**src/rtl/psum_accumulator.sv**
```systemverilog
// Accumulates NUM_PASS signed partial sums plus a bias, applies optional ReLU,
// saturates to DATA_W bits and queues {data, addr} in a small FWFT FIFO.
module psum_accumulator #(
  parameter int DATA_W     = 16,
  parameter int ACC_W      = 24,
  parameter int NUM_PASS   = 4,
  parameter int FIFO_DEPTH = 4,
  parameter int ADDR_W     = 12
) (
  input  logic                     clk,
  input  logic                     reset,
  input  logic                     clear,
  input  logic                     relu_en,
  input  logic                     in_valid,
  output logic                     in_ready,
  input  logic signed [DATA_W-1:0] in_psum,
  input  logic signed [DATA_W-1:0] in_bias,
  output logic                     out_valid,
  input  logic                     out_ready,
  output logic signed [DATA_W-1:0] out_data,
  output logic [ADDR_W-1:0]        out_addr,
  output logic                     busy,
  output logic                     ovf
);

  localparam int PTR_W = $clog2(FIFO_DEPTH);
  localparam int CNT_W = PTR_W + 1;
  localparam logic [7:0] LAST_PASS = 8'(NUM_PASS - 1);
  localparam logic signed [ACC_W-1:0] SAT_MAX = {{(ACC_W-DATA_W+1){1'b0}}, {(DATA_W-1){1'b1}}};
  localparam logic signed [ACC_W-1:0] SAT_MIN = ~SAT_MAX;

  logic [7:0]               r_pass_cnt;
  logic signed [ACC_W-1:0]  r_acc;
  logic [ADDR_W-1:0]        r_addr_cnt;
  logic                     r_ovf;
  logic signed [DATA_W-1:0] r_mem_data [FIFO_DEPTH];
  logic [ADDR_W-1:0]        r_mem_addr [FIFO_DEPTH];
  logic [PTR_W-1:0]         r_wptr;
  logic [PTR_W-1:0]         r_rptr;
  logic [CNT_W-1:0]         r_count;
  logic signed [DATA_W-1:0] r_last_data;
  logic [ADDR_W-1:0]        r_last_addr;

  logic                     w_full;
  logic                     w_empty;
  logic                     w_accept;
  logic                     w_first;
  logic                     w_last;
  logic                     w_push;
  logic                     w_pop;
  logic signed [ACC_W-1:0]  w_psum_ext;
  logic signed [ACC_W-1:0]  w_bias_ext;
  logic signed [ACC_W-1:0]  w_sum;
  logic signed [ACC_W-1:0]  w_relu;
  logic signed [DATA_W-1:0] w_sat_data;
  logic                     w_sat_hit;

  // in_ready depends only on the registered count, never on out_ready.
  assign w_full   = (r_count == CNT_W'(FIFO_DEPTH));
  assign w_empty  = (r_count == '0);
  assign in_ready = !w_full && !clear && !reset;
  assign w_accept = in_valid && in_ready;
  assign w_first  = (r_pass_cnt == 8'd0);
  assign w_last   = (r_pass_cnt == LAST_PASS);
  assign w_push   = w_accept && w_last;
  assign w_pop    = !w_empty && out_ready;

  assign w_psum_ext = {{(ACC_W-DATA_W){in_psum[DATA_W-1]}}, in_psum};
  assign w_bias_ext = {{(ACC_W-DATA_W){in_bias[DATA_W-1]}}, in_bias};
  assign w_sum      = (w_first ? w_bias_ext : r_acc) + w_psum_ext;

  always_comb begin
    w_relu     = w_sum;
    w_sat_data = w_sum[DATA_W-1:0];
    w_sat_hit  = 1'b0;
    if (relu_en && w_sum[ACC_W-1]) begin
      w_relu = '0;
    end
    if (w_relu > SAT_MAX) begin
      w_sat_data = {1'b0, {(DATA_W-1){1'b1}}};
      w_sat_hit  = 1'b1;
    end else if (w_relu < SAT_MIN) begin
      w_sat_data = {1'b1, {(DATA_W-1){1'b0}}};
      w_sat_hit  = 1'b1;
    end else begin
      w_sat_data = w_relu[DATA_W-1:0];
    end
  end

  always_ff @(posedge clk) begin
    if (reset || clear) begin
      r_pass_cnt  <= '0;
      r_acc       <= '0;
      r_addr_cnt  <= '0;
      r_ovf       <= 1'b0;
      r_wptr      <= '0;
      r_rptr      <= '0;
      r_count     <= '0;
      r_last_data <= '0;
      r_last_addr <= '0;
    end else begin
      if (w_accept) begin
        if (w_last) begin
          r_pass_cnt <= '0;
          r_acc      <= '0;
        end else begin
          r_pass_cnt <= r_pass_cnt + 8'd1;
          r_acc      <= w_sum;
        end
      end
      if (w_push) begin
        r_wptr     <= r_wptr + PTR_W'(1);
        r_addr_cnt <= r_addr_cnt + ADDR_W'(1);
        if (w_sat_hit) r_ovf <= 1'b1;
      end
      // The popped head is kept so the outputs hold once the FIFO drains.
      if (w_pop) begin
        r_rptr      <= r_rptr + PTR_W'(1);
        r_last_data <= r_mem_data[r_rptr];
        r_last_addr <= r_mem_addr[r_rptr];
      end
      unique case ({w_push, w_pop})
        2'b10:   r_count <= r_count + CNT_W'(1);
        2'b01:   r_count <= r_count - CNT_W'(1);
        default: r_count <= r_count;
      endcase
    end
  end

  always_ff @(posedge clk) begin
    if (w_push && !reset && !clear) begin
      r_mem_data[r_wptr] <= w_sat_data;
      r_mem_addr[r_wptr] <= r_addr_cnt;
    end
  end

  assign out_valid = !w_empty;
  assign out_data  = w_empty ? r_last_data : r_mem_data[r_rptr];
  assign out_addr  = w_empty ? r_last_addr : r_mem_addr[r_rptr];
  assign busy      = (r_pass_cnt != 8'd0) || !w_empty;
  assign ovf       = r_ovf;

endmodule

```
**config.mk**
```make
export PLATFORM = sky130hd
export DESIGN_NAME = psum_accumulator
export DESIGN_NICKNAME = d
export VERILOG_FILES = /design/src/rtl/psum_accumulator.sv
export SDC_FILE = /design/constraint.sdc
export NUM_CORES = 1
export LEC_CHECK = 0
export CORE_MARGIN = 4
export CORE_UTILIZATION = 40
export CTS_CLUSTER_SIZE = 20
export DETAILED_ROUTE_END_ITERATION = 10
export GPL_ROUTABILITY_DRIVEN = 0
export MAX_ROUTING_LAYER = met4
export PLACE_DENSITY = 0.6
export RECOVER_POWER = 50
export SETUP_SLACK_MARGIN = 0.15
export SLEW_MARGIN = 20
export SYNTH_ARGS = -nofsm -noshare
export SYNTH_HDL_FRONTEND = slang
export SYNTH_SLANG_ARGS = --single-unit
```
**constraint.sdc**
```tcl
create_clock -name clk -period 7 [get_ports clk]
set_clock_uncertainty 0.1 [all_clocks]
set_input_delay 1.4 -clock clk [delete_from_list [all_inputs] [get_ports clk]]
set_output_delay 1.4 -clock clk [all_outputs]
set_load 0.01 [all_outputs]
```
==> impl_metrics.py <==
metrics = {
    "detailed_routing": {
        "drt_iter0_markers": 390,
        "drc": 0,
        "wire_per_inst_um": 16.96,
        "avgViaCountPerCell": 5.250,
        "drt_wl_total_mm": 20.00,
        "vias": 6190,
        "drt_first_pass_iters": 5,
        "antenna_left": 0,
    },
    "global_route": {
        "grtUsageTotal_pct": 16.26,
        "grt_pass1_wl_mm": 33.02,
        "antenna_found_initial": 0,
        "grt_start_max_net_pins": 77,
        "gr-total-overflow": 0,
        "grt_pass1_vias": 6278,
    },
    "placement": {
        "dp_cells": 1147,
        "port_buffers": 69,
        "placed_area_um2": 10330,
        "dp_hpwl_mm": 13.44,
    },
    "setup_path": {
        "cp_data_required_time_ns": 6.98,
        "cp-start-kind": "register",
        "endpoint_kind": "register",
        "cpMostUsedCell": "o21ai_0",
        "crit_chain": "or4_4, nor3_4, nand2_4, mux2_2, ha_1, inv_1, fa_1, nand2b_1, a21oi_1, o21ai_0, o311ai_2, a21o_1, a31oi_1, xnor2_1, o31ai_4, o21ai_0",
        "worst_ep_arrival_time_ns": 5.55,
        "crit_fanout": 25,
        "max_stage_delay_ns": 0.80,
        "worstSetupPathType": "register to register",
        "crit_slowest_cell": "o31ai_4",
    },
    "layout": {
        "design_area_um2": 10890,
        "antenna_cells": 0,
        "layout-drive-gt1-share_pct": 15.36,
        "finalNonFillerCells": 1179,
        "layout.nets": 925,
        "syn2layout_area_growth_pct": 16.05,
    },
    "floorplanning": {
        "dieArea_um2": 25970,
        "ios": 70,
        "core_area_um2": 22850,
        "die_x_um": 161.2,
        "die_y_um": 161.2,
        "row_count": 55,
        "start_util_pct": 41.07,
    },
    "timing": {
        "final.period_utilization_pct": 79.61,
        "worst_pin_slew_ns": 2.205,
        "rsz0062_at_grt": "no",
        "relSlewSlack_pct": -47.07,
        "setup_violations": 0,
        "finalHoldViolations": 0,
        "holdWs_ns": 0.3535,
        "layout_min_cycle_time_ns": 5.573,
        "max_freq_mhz": 179.4,
        "drv_slew": 119,
        "fin_tns_setup_ns": 0,
    },
    "clocking": {
        "ctsRootBufferMaster": "clkbuf_16",
        "cts_made_buffers": 17,
        "cts_tree": "built",
        "clock-sinks": 194,
        "cts_resized": 0,
        "clkLatencyLatePin_ns": 0.44,
        "holdBufCountCts": 0,
        "clkTransAtPathRegs_ns": 0.07,
        "htreeDepth": 4,
        "clockBufferDepth": 2,
        "cts_setup_buffers": 0,
    },
    "logic_synthesis": {
        "syn_inst": 797,
        "synth_mux_area_share_pct": 11.99,
        "avgSynthCellArea_um2": 11.77,
        "synth_fa_ha_area_share_pct": 4.693,
        "synth_edf_count": 112,
        "syn_area_um2": 9384,
        "yosysSeqAreaShare_pct": 53.33,
        "synth_common_cells": "112 x edfxtp_1, 106 x nand2_1, 82 x dfxtp_1, 65 x nor2_1, 63 x a21oi_1",
        "yosys-top-cells-area": "edfxtp_1 36%, dfxtp_1 17%, mux4_2 6.7%",
        "synth_top_family_by_area": "multiplexers",
        "synthXorXnorAreaFrac_pct": 4.227,
        "syn_nets": 869,
        "yosysTopAreaCell": "edfxtp_1",
        "synth_compound_area_share_pct": 11.75,
        "synthFlopType": "edfxtp_1",
        "synth_simple_gate_area_share_pct": 11.35,
        "ys_types": 67,
        "ys_seq_elements": 194,
        "yosys_warnings": 0,
        "yosysMostFrequentCell": "edfxtp_1",
        "synthArstFlopShare_pct": 0,
        "synth_top_area_share_pct": 35.84,
    },
    "run": {
        "maxCapViolCount": 4,
    },
    "pwr": {
        "peakVddDrop_mv": 0.1451,
        "powerDensity_nw_per_um2": 227.4,
        "p_leak_uw": 0.003702,
    },
    "hold_path": {
        "hold_class": "register to register",
    },
    "status": {
        "failed_checks": "capacitance limit, slew limit",
        "status": "complete, but fails checks",
    },
}
-- routing by layer --
| layer | wire length, um | GRT usage [%] | up-vias |
|---|---|---|---|
| met3 | 639 | 3.088 | 26 |
| met5 | 0 | - | - |
| met2 | 9277 | 25.63 | 127 |
| met1 | 9799 | 21.89 | 3019 |
| li1 | - | - | 3018 |
| met4 | 281 | 4.110 | 0 |
-- cell type report --
cell class                 instances  area (um^2)
clock inverter                    14        145.1
sequential                       194         5010
tap                              313        391.6
multi-input combinational        547         4130
clock buffer                      18        429.2
timing repair buffer              74        713.2
fill                            2127        11960
inverter                          19        71.32
-- power breakdown --
part	leakage, uW	switching, uW	internal (uW)	total [uW]
sequential	0.00167	2.02	1230	1230
clock	0.000271	461	473	934
combinational	0.00176	195	115	310
total	0.00370	658	1820	2480
-- path summary, 6_finish.rpt --
check                       from          endpoint  slack [ns]  depth (start not counted)
setup / recovery   r_pass_cnt[3]  r_mem_data[3][2]        1.43                         16
hold / removal    r_last_addr[4]    r_last_addr[4]        0.35                          2
setup reg to reg   r_pass_cnt[3]  r_mem_data[3][2]        1.43                         16
hold reg to reg   r_last_addr[4]    r_last_addr[4]        0.35                          2
-- kinds of logic (layout without fill, tap and decap cells) --
group	after synthesis	after routing
buffers and inverters	56	125
adders and majority gates	34	34
muxes	72	72
AOI/OAI and AO/OA	166	166
DFF	194	194
xor gates and xnor gates	41	41
and+or+nand+nor	234	234
-- cells in the final DEF, fill, tap and decap left out, types with 3 or more instances in the layout --
cell type,n
nor2b_1,5
and2_0,4
clkbuf_1,5
nor3_1,4
xor2_1,23
nand3_1,11
a211oi_1,4
nand2b_1,4
o21a_1,5
dfxtp_1,80
mux2_2,43
inv_1,19
clkbuf_16,17
edfxtp_1,112
nand4_1,5
inv_8,3
mux4_2,28
and3_1,7
a22oi_1,21
or3_1,5
clkdlybuf4s50_1,62
ha_1,32
clkinv_8,3
nor4_1,3
nor2_1,65
a21oi_1,63
o21ai_1,4
nand2_1,106
dlygate4sd3_1,7
xnor2_1,16
o21ai_0,23
a21o_1,13
o21ai_2,9
clkinvlp_4,3
-- worst max-delay path: cells and delay by family (launching register included) --
| kind | cells | cell delay, ns |
|---|---|---|
| compound gates | 7 | 2.38 |
| simple gates | 4 | 1.25 |
| fa+ha+maj | 2 | 0.55 |
| flops | 1 | 0.35 |
| mux | 1 | 0.31 |
| xor+xnor | 1 | 0.21 |
| buf+inv | 1 | 0.06 |
-- per-stage QoR --
| step | utilization (%) | total power (uW) | setup WS (ns) |
|---|---|---|---|
| after floorplan | - | 1481 | 2.644 |
| after global placement | 45.22 | 1565 | 1.309 |
| after detailed placement | 45.22 | 1567 | 1.206 |
| after CTS | 47.74 | 2494 | 1.425 |
| after global routing | 47.67 | 2575 | 1.077 |
| final | 47.67 | 2476 | 1.427 |
-- registers in the layout (all words and copies together) (netlist names), named ones only --
name,cells
r_acc,24
r_addr_cnt,12
r_last_data,16
ovf,1
r_pass_cnt,8
r_rptr,2
r_count,3
r_wptr,2
r_mem_addr,48
r_last_addr,12
r_mem_data,64
(Power assumes the default switching activity.)
==> patch 1: new RTL, same flow settings <==
Set the parameter `ACC_W` to 48 (it was 24).
--- a/src/rtl/psum_accumulator.sv
+++ b/src/rtl/psum_accumulator.sv
@@ -2,7 +2,7 @@
 // saturates to DATA_W bits and queues {data, addr} in a small FWFT FIFO.
 module psum_accumulator #(
   parameter int DATA_W     = 16,
-  parameter int ACC_W      = 24,
+  parameter int ACC_W      = 48,
   parameter int NUM_PASS   = 4,
   parameter int FIFO_DEPTH = 4,
   parameter int ADDR_W     = 12
Formal check against the unedited RTL: no difference found for any inputs over 4 cycles, from zero or initial values; that may be too few to reach the edited logic, so the function may still have changed.
==> patch 1 against the unedited design <==
The flow still finishes with violations (max-capacitance violations, max-slew violations); die area rose by 28%; sequential share of layout area fell by 6.7 points; total power rose by 28%; synthesized area rose by 30%; global-route usage rose by 2.2 points; sequential cell count rose by 24; fmax fell by 12%; first-iteration DRC count rose by 81%; worst hold slack got worse by 0.0026 ns; routed wire length rose by 51%; design area rose by 28%; setup slack got worse by 0.78 ns; critical path depth fell by 2; core utilization fell by 0.82 points; critical endpoint is now r_mem_data[3][4]; largest cell class is now multi-input gates; largest power group unchanged.
==> patch 1: results (changes against the unedited design) <==
outcome: finished, violations left
failing checks: max-capacitance violations, max-slew violations
vias in the first global route: 8,755 (+39%)
cells after synthesis: 1,194 (+50%)
dpl cell area: 13,210 µm² (+28%)
internal reg-to-reg setup slack: 0.66 ns (-0.77 ns)
maximum clock path buffer count: 3 (+1)
maxcap violations: 4 (unchanged)
Tightest Pin Transition: 2.892 ns (+0.6870 ns)
layout cell share with drive strength beyond 1: 13.17% (-2.2 points)
Tot GR Track Use: 18.45% (+2.2 points)
Hold Crit Start: r_last_data[2]
vias per std cell: 5.542 (+5.6%)
Seq/Total Area, Yosys: 45.09% (-8.2 points)
Post-Synth Adder-Cell Area: 6.089% (+1.4 points)
largest registers: r_mem_data x64, r_acc x48, r_mem_addr x48
synth top area cells: edfxtp_1 (28%), dfxtp_1 (17%), ha_1 (5.8%), mux4_2 (5.2%), a21oi_1 (4.1%)
clock latency on the worst-skew pair: 0.54 ns (+0.10 ns)
CTS buffer count: 25 (+8)
largest net degree at the start of global routing: 55 (-29%)
HPWL Detailed: 20,970 µm (+56%)
Peak VDD IR: 0.0001939 V (+34%)
Critical R2R Capture: r_mem_data[3][4]
First DRT Iteration DRCs: 704 (+81%)
H-tree Lvls: 1 (-3)
post-synth cell types: 78 (+16%)
LEAKAGE: 5.057 nW (+37%)
first-pass GRT wire length: 48,590 µm (+47%)
crit path max fanout: 16 (-36%)
Routed Wire Length: 30,190 µm (+51%)
fin. max-slew vios: 148 (+24%)
slowest stage delay, CP: 0.77 ns (-0.03 ns)
Post-Synth XOR/XNOR Area: 4.608% (+0.38 points)
WHS Endpoint: r_last_data[2]
commonest cells in the netlist: nor2_1 (130), nand2_1 (127), edfxtp_1 (112), dfxtp_1 (106), a21oi_1 (100)
placed instance count: 1,604 (+40%)
final net count: 1,337 (+45%)
[patch 1: cell count changes after synthesis, moves of 14 or more]
cell	delta
o21ai_1	+14
dfxtp_1	+24
nor2_1	+65
nand4_1	+17
ha_1	+24
o21ai_0	+16
a21o_1	+32
a21oi_1	+37
nand2_1	+21
clkbuf_1	+27
[patch 1: metrics by stage]
stage | setup slack (ns) | hold WS (ns)
global route | 0.3543 | 0.3697
floorplan | 1.035 | 0.3338
global placement | 0.3092 | 0.3387
CTS | 0.7407 | 0.3540
detailed placement | 0.1873 | 0.3453
finish | 0.6474 | 0.3509
[patch 1: layout make-up]
class / instances / area (µm²)
Fill cell: 2797 / 15840
Multi-Input combinational cell: 879 / 6246
Sequential cell: 218 / 5490
Timing Repair Buffer: 92 / 868.3
Clock buffer: 36 / 696.9
Tap cell: 390 / 488.0
Inverter: 25 / 93.84
Clock inverter: 10 / 76.32
[patch 1: how the worst max path moves through the flow]
stage,depth (start not counted),slack (ns),end
finish,14,0.65,r_mem_data[3][4]
global route,19,0.35,r_mem_data[0][1]
CTS,14,0.74,r_mem_data[0][4]
detailed placement,14,0.19,r_mem_data[0][4]
global placement,14,0.31,r_mem_data[0][1]
floorplan,18,1.04,r_mem_data[0][5]
[patch 1: where the power goes]
| part | internal (mW) | leakage (nW) | switching [mW] |
|---|---|---|---|
| clock | 0.699 | 0.375 | 0.522 |
| sequential | 1.37 | 1.83 | 0.00341 |
| combinational | 0.211 | 2.85 | 0.364 |
[patch 1: routing by layer]
metal	up-vias	GRT usage [%]	wire length, µm
met2	216	28.73	13930
li1	4499	-	-
met1	4391	26.23	14380
met3	38	1.874	1240
met5	-	-	0
met4	0	4.263	639
==> patch 2: new RTL, same flow settings <==
Made on the original files. Register the output `ovf` once more; this adds one clock of latency there. The other outputs are not delayed to match.
--- a/src/rtl/psum_accumulator.sv
+++ b/src/rtl/psum_accumulator.sv
@@ -138,7 +138,9 @@
   assign out_data  = w_empty ? r_last_data : r_mem_data[r_rptr];
   assign out_addr  = w_empty ? r_last_addr : r_mem_addr[r_rptr];
   assign busy      = (r_pass_cnt != 8'd0) || !w_empty;
-  assign ovf       = r_ovf;
+  always_ff @(posedge clk) begin
+    ovf <= r_ovf;
+  end
 
 endmodule
 
Behaviour: not the same (Yosys sat finds a counterexample within 10 cycles, from zero or initial values).
==> patch 2 against the unedited design <==
Synthesized area rose by 0.21%; sequential cell count is 1 higher; total power increased by 1.7%; routed wire length rose by 0.65%; design area rose by 0.45%; critical path type unchanged; setup slack gained 0.13 ns; the run still ends with max-capacitance violations, max-slew violations left; via count decreased by 0.68%.
==> patch 2: results (changes against the unedited design) <==
HPWL Detailed: 13,450 µm (about the same)
final net count: 926 (+0.11%)
headroom to the max-slew limit: -152.9% (-110 points)
design area: 10,940 µm² (+0.45%)
largest net degree at the start of global routing: 77 (unchanged)
first-pass GRT wire length: 32,870 µm (-0.46%)
First DRT Iteration DRCs: 304 (-22%)
LEAKAGE: 3.719 nW (+0.46%)
Comb power: 310 µW (about the same)
CP Data Required Time: 6.98 ns (about the same)
slowest stage delay, CP: 0.78 ns (-0.02 ns)
Hold Crit Start: r_ovf
layout cell share with drive strength beyond 1: 15.46% (+0.098 points)
failing checks: max-capacitance violations, max-slew violations
P_seq: 1.24 mW
maximum clock path buffer count: 2 (unchanged)
synth top area cells: edfxtp_1 (36%), dfxtp_1 (18%), mux4_2 (6.7%), mux2_2 (5.1%), ha_1 (4.3%)
placed instance count: 1,148 (+0.087%)
FFs w/ async S/R, synth: 0% (unchanged)
clock latency on the worst-skew pair: 0.43 ns
Post-synth top flop: edfxtp_1
WL per Instance: 17.06 µm (+0.56%)
Critical R2R Capture: r_mem_data[1][3]
Syn Nets: 870 (+0.12%)
Slowest cell on crit path: o31ai_4
Routed Wire Length: 20,130 µm (+0.65%)
Fin Hold WS: 0.2613 ns (-0.09225 ns)
internal reg-to-reg setup slack: 1.56 ns (+0.13 ns)
dpl ws: 1.296 ns (+0.08996 ns)
antenna violations before repair: 0 (unchanged)
Peak VDD IR: 0.0001810 V (+25%)
outcome: finished, violations left
vias in the first global route: 6,216 (-0.99%)
Buffers on Ports: 69 (unchanged)
commonest cells in the netlist: edfxtp_1 (112), nand2_1 (106), dfxtp_1 (83), nor2_1 (65), a21oi_1 (63)
vias per std cell: 5.210 (-0.76%)
Seq pwr share: 49.2% (-0.6 points)
Tot GR Track Use: 16.24% (-0.026 points)
Critical Path End: r_mem_data[1][3]
fin. max-slew vios: 225 (+89%)
dpl cell area: 10,350 µm² (+0.19%)
# diodes: 0 (unchanged)
drt pass-1 iters: 4 (-1)
sw frac: 26.13% (-0.44 points)
post-route minimum period: 5.438 ns (-0.1343 ns)
post-synth cell types: 67 (unchanged)
largest registers: r_mem_data x64, r_mem_addr x48, r_acc x24
maxcap violations: 6 (+2)
FF-to-FF path depth: 16 (unchanged)
WHS Endpoint: ovf
hold crit path type: reg -> reg
Seq/Total Area, Yosys: 53.43% (+0.099 points)
syn_area_per_cell: 11.78 µm² (about the same)
crit path max fanout: 25 (unchanged)
Syn. warnings: 0 (unchanged)
CTS clock-pin slew for the worst setup and hold paths: 0.07 ns (about the same)
filler cell count: 2,075 (-2.4%)
Worst Hold Depth: 0 (-2)
-- patch 2: cell families (layout without fill, tap and decap cells) --
group	after synthesis	in the layout	synth area share, %
and+or+nand+nor	234	234	11.32
DFF	195	195	53.43
AOI/OAI and AO/OA	166	166	11.72
muxes	72	72	11.96
buffers and inverters	56	125	2.661
xor gates and xnor gates	41	41	4.218
adders and majority gates	34	34	4.683
-- patch 2: final cells by class --
| cell class | instances | share of cell area (%) |
|---|---|---|
| Clock buffer | 18 | 3.923 |
| Clock inverter | 14 | 1.533 |
| Inverter | 19 | 0.6520 |
| Multi-Input combinational cell | 547 | 37.74 |
| Sequential cell | 195 | 45.98 |
| Tap cell | 313 | 3.580 |
| Timing Repair Buffer | 74 | 6.588 |
-- patch 2: routing by layer --
metal,GRT usage (%),routed length (µm),vias to the layer above
li1,-,-,3019
met4,3.412,126,0
met5,-,0,-
met2,25.14,9327,127
met1,22.31,9911,2993
met3,3.394,761,9
